==> src/rtl/full_adder_32bit.sv <==
// Registered WIDTH-bit ripple-carry adder: {Cout, S} <= A + B + Cin, one cycle latency.
// The carry chain is a structural string of 1-bit full-adder cells feeding one output register.

module full_adder_cell (
    input  logic i_a,
    input  logic i_b,
    input  logic i_c,
    output logic o_s,
    output logic o_c
);
    logic w_p;

    // Propagate term is shared by the sum and the carry-out.
    assign w_p = i_a ^ i_b;
    assign o_s = w_p ^ i_c;
    assign o_c = (i_a & i_b) | (i_c & w_p);
endmodule

module full_adder_32bit #(
    parameter int WIDTH = 32
) (
    input  logic             clk,
    input  logic             rst_n,
    input  logic [WIDTH-1:0] A,
    input  logic [WIDTH-1:0] B,
    input  logic             Cin,
    output logic [WIDTH-1:0] S,
    output logic             Cout
);
    logic [WIDTH:0]   w_carry;
    logic [WIDTH-1:0] w_sum;
    logic [WIDTH-1:0] r_sum;
    logic             r_cout;

    assign w_carry[0] = Cin;

    for (genvar i = 0; i < WIDTH; i++) begin : g_cell
        full_adder_cell u_cell (
            .i_a (A[i]),
            .i_b (B[i]),
            .i_c (w_carry[i]),
            .o_s (w_sum[i]),
            .o_c (w_carry[i+1])
        );
    end

    // Reset drops any in-flight result; outputs read 0 until the first post-reset edge.
    always_ff @(posedge clk or negedge rst_n) begin
        if (!rst_n) begin
            r_sum  <= '0;
            r_cout <= 1'b0;
        end else begin
            r_sum  <= w_sum;
            r_cout <= w_carry[WIDTH];
        end
    end

    assign S    = r_sum;
    assign Cout = r_cout;
endmodule

==> config.mk <==
export PLATFORM = sky130hd
export DESIGN_NAME = full_adder_32bit
export DESIGN_NICKNAME = d
export VERILOG_FILES = /design/src/rtl/full_adder_32bit.sv
export SDC_FILE = /design/constraint.sdc
export NUM_CORES = 1
export LEC_CHECK = 0
export CAP_MARGIN = 20
export CORE_ASPECT_RATIO = 1.5
export CORE_MARGIN = 8
export CORE_UTILIZATION = 35
export DETAILED_ROUTE_END_ITERATION = 16
export PLACE_DENSITY = 0.91
export SYNTH_ARGS = -nofsm -noshare
export SYNTH_HDL_FRONTEND = slang
export SYNTH_HIERARCHICAL = 1
export SYNTH_SLANG_ARGS = --single-unit
==> constraint.sdc <==
create_clock -name clk -period 0.9 [get_ports clk]
set_clock_uncertainty 0.15 [all_clocks]
set_input_delay 0.18 -clock clk [delete_from_list [all_inputs] [get_ports clk]]
set_output_delay 0.18 -clock clk [all_outputs]
set_load 0.01 [all_outputs]
# == Word-level counts from Yosys, hierarchy flattened ==
# Index checks and enable logic that the tools add are counted.
# totals
elab_cells,162
reg_bits,33
inputBits,67
# classes
bitwise,160
# op_table
op,n
1-bit AND,64
1-bit XOR,64
1-bit OR,32

# == Longest topological paths before layout ==
# Gate-level depths: netlist (run 1).
# depth
depth_word,65
mapped_depth,32
depth_no_buf,32

# == Hierarchy ==
# The synthesis (run 1) kept the hierarchy.
# modules_own_cells
module,instances,cells_per_inst,area_per_inst_um2,seq_area_each_um2
full_adder_32bit,1,33,825.8,825.8
full_adder_cell,32,1,20.0,0.0

# == Worst setup path after synthesis (run 1) ==
# Ideal clock, no wire load.
# synth_timing
path_type,input to register
startpoint,input A[0]
endpoint,register r_sum[31] (netlist: S[31])
cell_stages,32
required_time_ps,614
arrival_ps,12408
setup_time_ps,136
path_slack_ps,-11794
path_buffers,0
path_cell_list,fa_1 fa_1 fa_1 fa_1 fa_1 fa_1 fa_1 fa_1 fa_1 fa_1 fa_1 fa_1 fa_1 fa_1 fa_1 fa_1 fa_1 fa_1 fa_1 fa_1 fa_1 fa_1 fa_1 fa_1 fa_1 fa_1 fa_1 fa_1 fa_1 fa_1 fa_1 fa_1
# synth_via
elab_chain_cells,64
# synth_lines
item,line,source
from (decl),24,"input logic [WIDTH-1:0] A,"
1-bit XOR,14,assign w_p = i_a ^ i_b;
1-bit AND,16,assign o_c = (i_a & i_b) | (i_c & w_p);
1-bit OR *,16,
1-bit AND *,16,
1-bit OR *,16,
via w_carry[2],30,logic [WIDTH:0] w_carry;
1-bit AND *,16,
1-bit OR *,16,
via w_carry[3],30,
(+2 left out),--,
via w_carry[4],30,
(+2 left out),--,
via w_carry[5],30,
(+2 left out),--,
via w_carry[6],30,
(+2 left out),--,
via w_carry[7],30,
(+2 left out),--,
via w_carry[8],30,
(+2 left out),--,
via w_carry[9],30,
(+2 left out),--,
via w_carry[10],30,
(+2 left out),--,
via w_carry[11],30,
(+2 left out),--,
via w_carry[12],30,
(+2 left out),--,
via w_carry[13],30,
(+2 left out),--,
via w_carry[14],30,
(+2 left out),--,
via w_carry[15],30,
(+2 left out),--,
via w_carry[16],30,
(+2 left out),--,
via w_carry[17],30,
(+2 left out),--,
via w_carry[18],30,
(+2 left out),--,
via w_carry[19],30,
(+2 left out),--,
via w_carry[20],30,
(+2 left out),--,
via w_carry[21],30,
(+2 left out),--,
via w_carry[22],30,
(+2 left out),--,
via w_carry[23],30,
(+2 left out),--,
via w_carry[24],30,
(+2 left out),--,
via w_carry[25],30,
(+2 left out),--,
via w_carry[26],30,
(+2 left out),--,
via w_carry[27],30,
(+2 left out),--,
via w_carry[28],30,
(+2 left out),--,
via w_carry[29],30,
1-bit AND *,16,
1-bit OR *,16,
via w_carry[30],30,
1-bit AND *,16,
1-bit OR *,16,
via w_carry[31],30,
1-bit XOR *,15,assign o_s = w_p ^ i_c;
via w_sum[31],31,logic [WIDTH-1:0] w_sum;
to (signal assigned),53,r_sum <= w_sum;
to (decl),32,logic [WIDTH-1:0] r_sum;
# The timed path passes the listed nets; every way through them passes the cells marked *.

# == Final worst setup path (run 1) ==
# layout_timing
startpoint,input A[0]
endpoint,register r_sum[31] (netlist: S[31])
# layout_via
elab_chain_cells,64
# layout_lines
item,line
1-bit XOR,14
1-bit AND,16
1-bit OR *,16
via w_carry[1],30
1-bit AND *,16
1-bit OR *,16
via w_carry[2],30
1-bit AND *,16
(+1 left out),--
via w_carry[3],30
(+2 left out),--
via w_carry[4],30
(+2 left out),--
via w_carry[5],30
(+2 left out),--
via w_carry[6],30
(+2 left out),--
via w_carry[7],30
(+2 left out),--
via w_carry[8],30
(+2 left out),--
via w_carry[9],30
(+2 left out),--
via w_carry[10],30
(+2 left out),--
via w_carry[11],30
(+2 left out),--
via w_carry[12],30
(+2 left out),--
via w_carry[13],30
(+2 left out),--
via w_carry[14],30
(+2 left out),--
via w_carry[15],30
(+2 left out),--
via w_carry[16],30
(+2 left out),--
via w_carry[17],30
(+2 left out),--
via w_carry[18],30
(+2 left out),--
via w_carry[19],30
(+2 left out),--
via w_carry[20],30
(+2 left out),--
via w_carry[21],30
(+2 left out),--
via w_carry[22],30
(+2 left out),--
via w_carry[23],30
(+2 left out),--
via w_carry[24],30
(+2 left out),--
via w_carry[25],30
(+2 left out),--
via w_carry[26],30
(+2 left out),--
via w_carry[27],30
(+2 left out),--
via w_carry[28],30
(+2 left out),--
via w_carry[29],30
1-bit AND *,16
1-bit OR *,16
via w_carry[30],30
1-bit AND *,16
1-bit OR *,16
via w_carry[31],30
1-bit XOR *,15
via w_sum[31],31
# Marked as above.

==> results of run 1 <==
final cells by class:
| cell class | count | area (µm²) | area share |
|---|---|---|---|
| sequential | 33 | 825.8 | 0.3093 |
| tap | 46 | 57.56 | 0.02156 |
| clock buffer | 7 | 96.34 | 0.03608 |
| clock inverter | 1 | 5.005 | 0.001874 |
| timing repair buffer | 100 | 964.7 | 0.3613 |
| multi-input combinational | 32 | 720.7 | 0.2699 |
kinds of logic (layout without fill, tap and decap cells):
kind of cell	Yosys count	after routing	share of synthesized area
buffers and inverters	0	108	0
flip-flops	33	33	0.5631
adder cells (fa/ha/maj)	32	32	0.4369
per-stage QoR:
step / setup slack [ns] / hold slack, ns
2_1_floorplan: -10.56 / -0.2656
3_3_place_gp: -11.21 / 0.4186
3_5_place_dp: -11.45 / 0.4248
4_1_cts: -10.84 / 0.03806
5_1_grt: -11.03 / 0.02614
6_report: -10.83 / 0.04651
sequential cells by signal, summed over array words and instances, names as in the netlist:
register,count
S,32
Cout,1
critical path, delay by kind of cell:
| kind | cells | cell delay [ns] |
|---|---|---|
| adders and majority gates | 32 | 11.52 |
| buffers and inverters | 1 | 0.09 |
metal layers:
layer / share of wire / vias up
met1: 0.27 / 484
met4: 0.025 / 0
met2: 0.57 / 69
met5: 0 / -
met3: 0.13 / 8
li1: - / 408
synthesized netlist by cell type:
cell type | number | area share
dfrtp_1 | 33 | 0.56
fa_1 | 32 | 0.44
power groups by stage:
stage | logic (µW) | registers, µW | clock network [µW]
floorplan | 247 | 2040 | 0
global placement | 1490 | 1870 | 0
detailed placement | 1560 | 1880 | 0
CTS | 1380 | 1860 | 1230
global route | 1580 | 1910 | 1300
finish | 1440 | 1880 | 1190
final timing paths:
path,slack [ns],endpoint,cells after the start,start
worst min-delay path,0.05,S[0]$_DFF_PN0_,2,A[0]
max in group asynchronous,0.30,S[2]$_DFF_PN0_,2,rst_n
worst max-delay path,-10.83,S[31]$_DFF_PN0_,33,A[0]
min in group asynchronous,0.12,S[15]$_DFF_PN0_,2,rst_n
placed cells by master, fill, tap and decap left out, drive strengths merged:
cell,instances
dfrtp,33
dlymetal6s2s,1
fa,32
buf,37
clkdlybuf4s50,62
clkbuf,7
clkinv,1
==> results.yml, run 1 <==
cells_and_area:
  fin_util: 0.6455
  drive_gt1_frac: 0.4451
  diodes: 0
  area_growth_syn_to_layout_pct: 82.08
  final_area_um2: 2670
  fillCellCount: 331
  num-nets-final: 271
  final_cells: 219
logic_synthesis:
  ys_ff_latch: 33
  synth_area_um2: 1466
  synth.avg_cell_area_um2: 22.56
  synth_cells: 65
  synthesis.nets: 164
  ys_seq_area_frac: 0.5631
  ys.warnings.count: 6
  synth_cell_types: 2
die:
  pin_count: 100
  initial_core_util: 0.3545
  die-area_um2: 6560
  die_w_um: 68.85
  row_count: 29
  core_area_um2: 4136
  die_y_um: 95.28
clock_network:
  cts_tree: "yes"
  cts_root_buf: "clkbuf_8"
  cts_buffer_depth: 2
  postCtsSetupBuffers: 0
  cts_buffers: 5
  cts_resized: 155
  path_clk_slew_ns: 0.06
  cts_sinks: 33
  ctsHoldBuffers: 0
  htree_num_levels: 2
global_routing:
  grt_pass1_vias: 1271
  track_usage: 0.1383
  met2_usage: 0.2444
  overflow: 0
  antenna_found_initial: 0
  grt_first_pass_wirelength_um: 6499
  grt_max_degree: 34
  met1_usage: 0.1269
  busiest_layer: "met2"
  met3_usage: 0.06941
drt:
  dr_total_vias: 969
  first_pass_iters: 2
  avgRoutedWirePerCell_um: 18.74
  antenna_left: 0
  wirelength_um: 4105
  drt_iter0_markers: 26
  drc_errors: 0
  via_per_inst: 4.425
setup_path:
  cp.arrival_ns: 11.79
  end_kind: "register"
  cp_slowest_cell: "fa_2"
  start_kind: "input port"
  crit_path_frequent_cell: "fa_2"
  crit_fanout: 1
  crit_type: "in2reg"
  crit_required_ns: 0.96
  cpPeakStageDelay_ns: 0.52
pwr:
  total_power_uw: 4510
  p_comb_frac: 0.320
  ir_drop_mv: 1.047
  swShare: 0.2642
  p_seq_frac: 0.417
  power_frac_clock: 0.264
  power.switching_uw: 1191
  p_leak_uw: 0.001097
  p_per_area_nw_per_um2: 1689
  power.internal_uw: 3319
run_status:
  violations: "setup timing"
  status: "finished, violations left"
timing:
  hold_viol_final: 0
  rsz0062_at_grt: "true"
  slew_headroom: 0.8797
  tns_ns: -189.60
  setup_ws_ns: -10.83
  setup_viol: 65
  fmax_ghz: 0.08526
  min_period_ns: 11.73
  worst_pin_slew_ns: 0.1804
  final_max_slew_viol_count: 0
  post-route-period-util: 13.03
placement:
  dpl_cell_area_um2: 2613
  post-place-cells: 211
  post-dp-hpwl_um: 3597
  port-buffer-count: 99
  place_congestion: 0.7394
min_path:
  min_path_type: "in2reg"
run:
  cap_violations: 0
No activity file was read; power rests on OpenSTA's default activity.
==> run 2, diff against run 1 <==
--- a/config.mk
+++ b/config.mk
@@ -6,11 +6,14 @@
 export NUM_CORES = 1
 export LEC_CHECK = 0
 export CAP_MARGIN = 20
+export CELL_PAD_IN_SITES_DETAIL_PLACEMENT = 0
+export CELL_PAD_IN_SITES_GLOBAL_PLACEMENT = 1
 export CORE_ASPECT_RATIO = 1.5
 export CORE_MARGIN = 8
-export CORE_UTILIZATION = 35
+export CORE_UTILIZATION = 29
 export DETAILED_ROUTE_END_ITERATION = 16
-export PLACE_DENSITY = 0.91
+export PLACE_DENSITY = 0.95
+export REMOVE_ABC_BUFFERS = 1
 export SYNTH_ARGS = -nofsm -noshare
 export SYNTH_HDL_FRONTEND = slang
 export SYNTH_HIERARCHICAL = 1
==> run 2 against run 1 <==
  * The run still ends with setup timing left
  * Flip-flop and latch count stayed put
  * Setup slack better by 0.16 ns
  * Sequential power hardly changed
  * Non-clock buffer count is 2 higher
  * Wire length is 6.5% lower
  * Global-route usage is 2.7 points lower
  * Via count is 0.72% higher
  * Maximum frequency is 1.4% higher
  * Sequential share of layout area is 0.16 points higher
  * Critical endpoint unchanged
  * Largest power group unchanged
  * Highest routed layer unchanged
==> results.yml, run 2 (synthesis results as in run 1) <==
drt:
  dr_total_vias: 976
  wirelength_um: 3837
  avgRoutedWirePerCell_um: 15.92
  wl_met3_um: 500
  first_pass_iters: 2
  wirelength_met1_um: 1148
  dr.max_layer_used: "met4"
  drt_iter0_markers: 13
  dr_wl_met2_um: 2143
  drc_errors: 0
  antenna_left: 0
  via_per_inst: 4.050
min_path:
  min_path_type: "in2reg"
  min_from: "B[0]"
  hold-path-cell-count: 2
  min_to: "S[0]$_DFF_PN0_"
clock_network:
  cts_sinks: 33
  cts_buffer_depth: 2
  htree_num_levels: 2
  postCtsSetupBuffers: 0
  path_clk_slew_ns: 0.06
  cts_tree: "yes"
  cts_root_buf: "clkbuf_8"
  cts_buffers: 5
global_routing:
  grt_first_pass_wirelength_um: 6244
  antenna_found_initial: 0
  overflow: 0
  grt_max_degree: 18
  grt_pass1_vias: 1284
  track_usage: 0.1109
cells_and_area:
  fillCellCount: 394
  num-nets-final: 273
  multi_input_area_um2: 720.7
  regArea_um2: 825.8
  area_growth_syn_to_layout_pct: 81.14
  drive_gt1_frac: 0.4343
  diodes: 0
  fin_util: 0.5479
  final_common_cell: "clkdlybuf4s50_1"
  final_area_um2: 2656
  final_cell_mix: "clkdlybuf4s50_1 (60), dfrtp_1 (33), fa_2 (32)"
  largest_reg_flops: 32
die:
  core_area_um2: 4848
  die_w_um: 74.06
  die_y_um: 103.1
  row_count: 31
  initial_core_util: 0.3025
  pin_count: 100
  die-area_um2: 7635
placement:
  place_congestion: 0.7056
  dp_slack_ns: -12.70
  dpl_cell_area_um2: 2575
  post-dp-hpwl_um: 3377
  port-buffer-count: 99
timing:
  worst_pin_slew_ns: 0.1192
  hold_viol_final: 0
  setup_ws_ns: -10.67
  final_max_slew_viol_count: 0
  tns_ns: -185.76
  fmax_ghz: 0.08644
  post-route-period-util: 12.85
  slew_headroom: 0.9203
  rsz0062_at_grt: "true"
  setup_viol: 65
  min_period_ns: 11.57
setup_path:
  crit_path_frequent_cell: "fa_2"
  cp.arrival_ns: 11.63
  cpPeakStageDelay_ns: 0.52
  end_kind: "register"
  crit_type: "in2reg"
  cp_slowest_cell: "fa_2"
  start_kind: "input port"
  crit_fanout: 1
  crit_required_ns: 0.96
pwr:
  p_seq_frac: 0.440
  ir_drop_mv: 0.7968
  swShare: 0.2661
  power_frac_clock: 0.240
  p_leak_uw: 0.001077
  power.switching_uw: 1128
  power.internal_uw: 3110
  p_comb_frac: 0.321
  p_per_area_nw_per_um2: 1596
  total_power_uw: 4238
run_status:
  status: "finished, violations left"
  violations: "setup timing"
run:
  cap_violations: 0
## run 2: cell count changes in the layout (fill, tap and decap cells not counted), moves of 2 or more
cell,before,now
buf_2,15,22
buf_6,21,15
clkbuf_1,0,3
clkbuf_8,7,5
clkdlybuf4s50_1,62,60
dlygate4sd2_1,0,2
## run 2: how the worst max path moves through the flow
stage,cells after the start,slack (ns),endpoint,from
finish,33,-10.67,S[31]$_DFF_PN0_,Cin
global placement,33,-12.60,S[31]$_DFF_PN0_,A[0]
global route,33,-10.93,S[31]$_DFF_PN0_,Cin
CTS,33,-10.65,S[31]$_DFF_PN0_,Cin
detailed placement,33,-12.70,S[31]$_DFF_PN0_,A[0]
floorplan,32,-11.79,S[31]$_DFF_PN0_,A[0]
## run 2: area by class of cell
cell class	instances	area share
clock buffers	8	0.03015
multi-input cells	32	0.2713
flip-flops and latches	33	0.3109
well taps	66	0.03109
repair buffers	102	0.3566
## run 2: repair_timing
item                                    in CTS  in global routing
gates resized for setup                    183                 11
endpoints found under the hold margin       33                  0
endpoints found under the setup margin      66                 65
pin swaps                                    1                  0
hold buffers                                 1                  0
## run 2: power groups by stage
| stage | combinational (µW) | clock [µW] | sequential, µW |
|---|---|---|---|
| final | 1360 | 1020 | 1860 |
| after global routing | 1520 | 1130 | 1900 |
| after CTS | 1310 | 1070 | 1850 |
| after detailed placement | 1490 | 0 | 1880 |
| after global placement | 1450 | 0 | 1870 |
| after floorplan | 216 | 0 | 2040 |
## run 2: per-stage QoR
step	cells	hold WS, ns
global route	241	0.03642
CTS	241	0.03944
detailed placement	232	0.01194
global placement	232	0.003569
finish	241	0.05028
floorplan	65	-0.2656
## run 2: routing by layer
metal | global-route usage | vias up
met2 | 0.1902 | 67
met5 | 0 | -
met3 | 0.06329 | 5
met1 | 0.1114 | 492
li1 | - | 412
met4 | 0.02782 | 0
## run 2: critical path: cells and delay by family
| family | cells | cell delay, ns |
|---|---|---|
| adders and majority gates | 32 | 11.38 |
| buffers and inverters | 1 | 0.09 |
==> patch 1, RTL diff (settings of run 1) <==
Make the reset (`rst_n`) synchronous in one clocked block.
--- a/src/rtl/full_adder_32bit.sv
+++ b/src/rtl/full_adder_32bit.sv
@@ -45,7 +45,7 @@
     end
 
     // Reset drops any in-flight result; outputs read 0 until the first post-reset edge.
-    always_ff @(posedge clk or negedge rst_n) begin
+    always_ff @(posedge clk) begin
         if (!rst_n) begin
             r_sum  <= '0;
             r_cout <= 1'b0;
Formal check against the unedited RTL: differs if rst_n is asserted again (counterexample within 4 cycles, from zero or initial values and one cycle with rst_n low); with rst_n held inactive, the same outputs for 10 cycles.
==> patch 1 against run 1 <==
The flow still finishes with violations (setup timing); sequential power decreased by 9%; count of clock-buffer cells in the layout unchanged; global-route usage shrank 0.55 points; synthesized cell count up 55%; sequential cell count stayed put; final area is 5.5% higher; synthesized area up 6.7%; worst setup slack got worse by 49 ps; hold slack better by 130 ps; routed wire length up 5.2%; total power up 0.98%; first-iteration DRC count down 27%; critical path type unchanged; highest routed layer unchanged.
==> patch 1: results (changes against run 1) <==
{| class="wikitable"
! Metric !! Value
|-
| Result of the run || finished, violations left
|-
| Failing checks || setup timing
|-
| Violation count after the first detailed-route iteration || 19 (-27%)
|-
| # setup viols final || 65 (unchanged)
|-
| DR vias || 1116 (+15%)
|-
| Peak supply drop || 0.000723 V (-31%)
|-
| Sequential share of the synthesized area || 42.2% (-14 points)
|-
| Placer Congestion || 0.752 (+1.6%)
|-
| Count of cell types in the netlist || 4 (+2)
|-
| List of most frequent post-synthesis cells || sky130_fd_sc_hd__and2_2, sky130_fd_sc_hd__dfxtp_1, sky130_fd_sc_hd__fa_1, sky130_fd_sc_hd__clkbuf_2
|-
| Post-detailed-routing wire length || 4.32 mm (+5.2%)
|-
| Combined global-route utilization of all metal layers || 13.3% (-0.55 points)
|-
| Worst max-slew margin expressed relative to the limit || 86.4% (-1.6 points)
|-
| Largest net degree at the start of global routing || 16 (-53%)
|-
| CP Data Arrival Time || 11850 ps (+60 ps)
|-
| Area taken by multi-input logic gates || 0.00101 mm² (+40%)
|-
| Gates resized, CTS repair || 161 (+3.9%)
|-
| Top cell family by delay on the critical path || adder cells
|-
| Antenna cells || 0 (unchanged)
|-
| Synthesized instance count || 101 (+55%)
|-
| Most instantiated flip-flop cell in the synthesis netlist || sky130_fd_sc_hd__dfxtp_1
|-
| Worst setup slack before clock tree synthesis || -11530 ps (-85.9 ps)
|-
| Reported leakage power || 1.16 nW (+6.1%)
|-
| Setup WS post-layout || -10880 ps (-48.9 ps)
|-
| Global-route wire length before repair || 6.89 mm (+6.1%)
|-
| Internal power consumption || 3.48 mW (+5.0%)
|-
| Final Net Count || 306 (+13%)
|-
| Post-place instance area || 0.00275 mm² (+5.1%)
|-
| Worst min path class || input port to register
|-
| HPWL reported at the end of detailed placement || 3.67 mm (+1.9%)
|-
| Synthesized Nets || 200 (+22%)
|-
| Cell types with the largest area share after synthesis || sky130_fd_sc_hd__dfxtp_1, sky130_fd_sc_hd__fa_1, sky130_fd_sc_hd__and2_2
|-
| Number of filler instances in the final layout || 357 (+7.9%)
|-
| Vias in the first global route || 1303 (+2.5%)
|-
| Placed Cells || 247 (+17%)
|-
| Fraction of layout cells with a size suffix above 1 || 58.7% (+14 points)
|-
| Clk. pwr || 1.40 mW (+18%)
|-
| Detail-routed net length per standard cell || 16.9 µm (-10%)
|-
| Synthesized-area fraction occupied by adder cells || 41.0% (-2.7 points)
|}
patch 1: final timing paths:
check  startpoint  endpoint  cells past startpoint
min          A[0]      S[0]                      3
max          A[0]     S[31]                     34
patch 1: stage by stage:
step	setup TNS (ps)	hold WS, ps	total power [mW]
after floorplan	-184540	170	2.36
after global placement	-212170	771	3.20
after detailed placement	-215010	772	3.26
after CTS	-189670	172	4.58
after global routing	-193570	168	4.82
final	-189360	178	4.55
patch 1: layout make-up:
class | instances | share of cell area, %
Sequential cell | 33 | 23.9
Clock buffer | 7 | 3.06
Clock inverter | 1 | 1.07
Timing Repair Buffer | 102 | 34.0
Multi-Input combinational cell | 65 | 35.8
Tap cell | 48 | 2.13
patch 1: routing by layer:
metal | wire length [µm] | vias up | share of wire [%] | global-route usage (%)
met4 | 57 | 0 | 1.3 | 4.83
li1 | - | 513 | - | -
met5 | 0 | - | 0 | 0
met3 | 497 | 6 | 12 | 6.67
met2 | 2360 | 71 | 55 | 23.7
met1 | 1410 | 526 | 33 | 12.6
==> patch 2, RTL diff (config.mk and constraints of run 1) <==
Made on the original files. Set the parameter `WIDTH` to 64 (it was 32).
--- a/src/rtl/full_adder_32bit.sv
+++ b/src/rtl/full_adder_32bit.sv
@@ -17,7 +17,7 @@
 endmodule
 
 module full_adder_32bit #(
-    parameter int WIDTH = 32
+    parameter int WIDTH = 64
 ) (
     input  logic             clk,
     input  logic             rst_n,
Interface: changed (resized A, B and S); port bits go from 100 to 196. The function was not compared with the original's and may differ.
==> patch 2 against run 1 <==
The flow still finishes with violations (setup timing); total power grew 130%; final cell count increased by 100%; combinational power rose by 100%; synthesized area is 98% higher; routed wire length grew 130%; worst setup slack got worse by 11000 ps; sequential cell count is 32 higher; final area grew 100%; core utilization grew 2.8 points; critical path type unchanged; largest cell class unchanged; highest routed layer unchanged.
==> patch 2: results (changes against run 1) <==
{| class="wikitable"
! Metric !! Value
|-
| Synthesized instance count || 129 (+98%)
|-
| Sequential share of the synthesized area || 55.9% (-0.38 points)
|-
| Routed length on met1 || 2.71 mm (+140%)
|-
| Met3 Routed Length || 613 µm (+12%)
|-
| Port Buf Inserts || 195 (+97%)
|-
| Final Net Count || 533 (+97%)
|-
| Slowest stage cell on the critical path || sky130_fd_sc_hd__fa_1
|-
| Peak supply drop || 0.00121 V (+16%)
|-
| Failing checks || setup timing
|-
| Worst-margin pin slew || 191 ps (+10.4 ps)
|-
| Hold slack || 9.21 ps (-37.3 ps)
|-
| Combined global-route utilization of all metal layers || 17.1% (+3.3 points)
|-
| Total negative slack for setup checks || -743350 ps (-553750 ps)
|-
| Number of flip-flops in the largest register || 64 (+100%)
|-
| Vias in the first global route || 2505 (+97%)
|-
| Result of the run || finished, violations left
|-
| Routed wl met2 || 5.85 mm (+150%)
|-
| CP Data Arrival Time || 23030 ps (+11240 ps)
|-
| Number of clock buffers inserted by TritonCTS || 9 (+4)
|-
| Placed Cells || 431 (+100%)
|-
| HPWL reported at the end of detailed placement || 8.22 mm (+130%)
|-
| Global routing met2 resource utilization || 33.0% (+8.6 points)
|-
| Post-place instance area || 0.00518 mm² (+98%)
|-
| # setup viols final || 129 (+98%)
|-
| Setup WS post-layout || -22090 ps (-11260 ps)
|-
| Hold_buf cts || 1 (+1)
|-
| List of most frequent post-synthesis cells || sky130_fd_sc_hd__dfrtp_1, sky130_fd_sc_hd__fa_1
|-
| Post-detailed-routing wire length || 9.45 mm (+130%)
|-
| Global-route wire length before repair || 14.4 mm (+120%)
|}
## patch 2: changes by cell type after synthesis
cell and change:
sky130_fd_sc_hd__fa_1 +32, sky130_fd_sc_hd__dfrtp_1 +32
## patch 2: cell type report
type / count / area, µm²
clock buffers: 15 / 298
fillers: 578 / 2630
clock inverters: 1 / 30.0
flip-flops and latches: 65 / 1630
multi-input cells: 64 / 1440
well taps: 105 / 131
repair buffers: 198 / 1900
## patch 2: cells by family after synthesis
kind of cell | share of synthesized area (%)
adders and majority gates | 44.1
DFF | 55.9
## patch 2: timing repair
action / 4_1_cts / 5_1_grt
setup endpoints to repair: 130 / 129
resized for setup: 319 / 6
endpoints found under the hold margin: 66 / 1
## patch 2: where the power goes
group | switching [mW] | total (mW) | leakage (nW) | internal (mW)
clock | 1.16 | 3.68 | 0.162 | 2.52
combinational | 1.24 | 2.95 | 1.29 | 1.71
sequential | 0.219 | 3.73 | 0.757 | 3.51
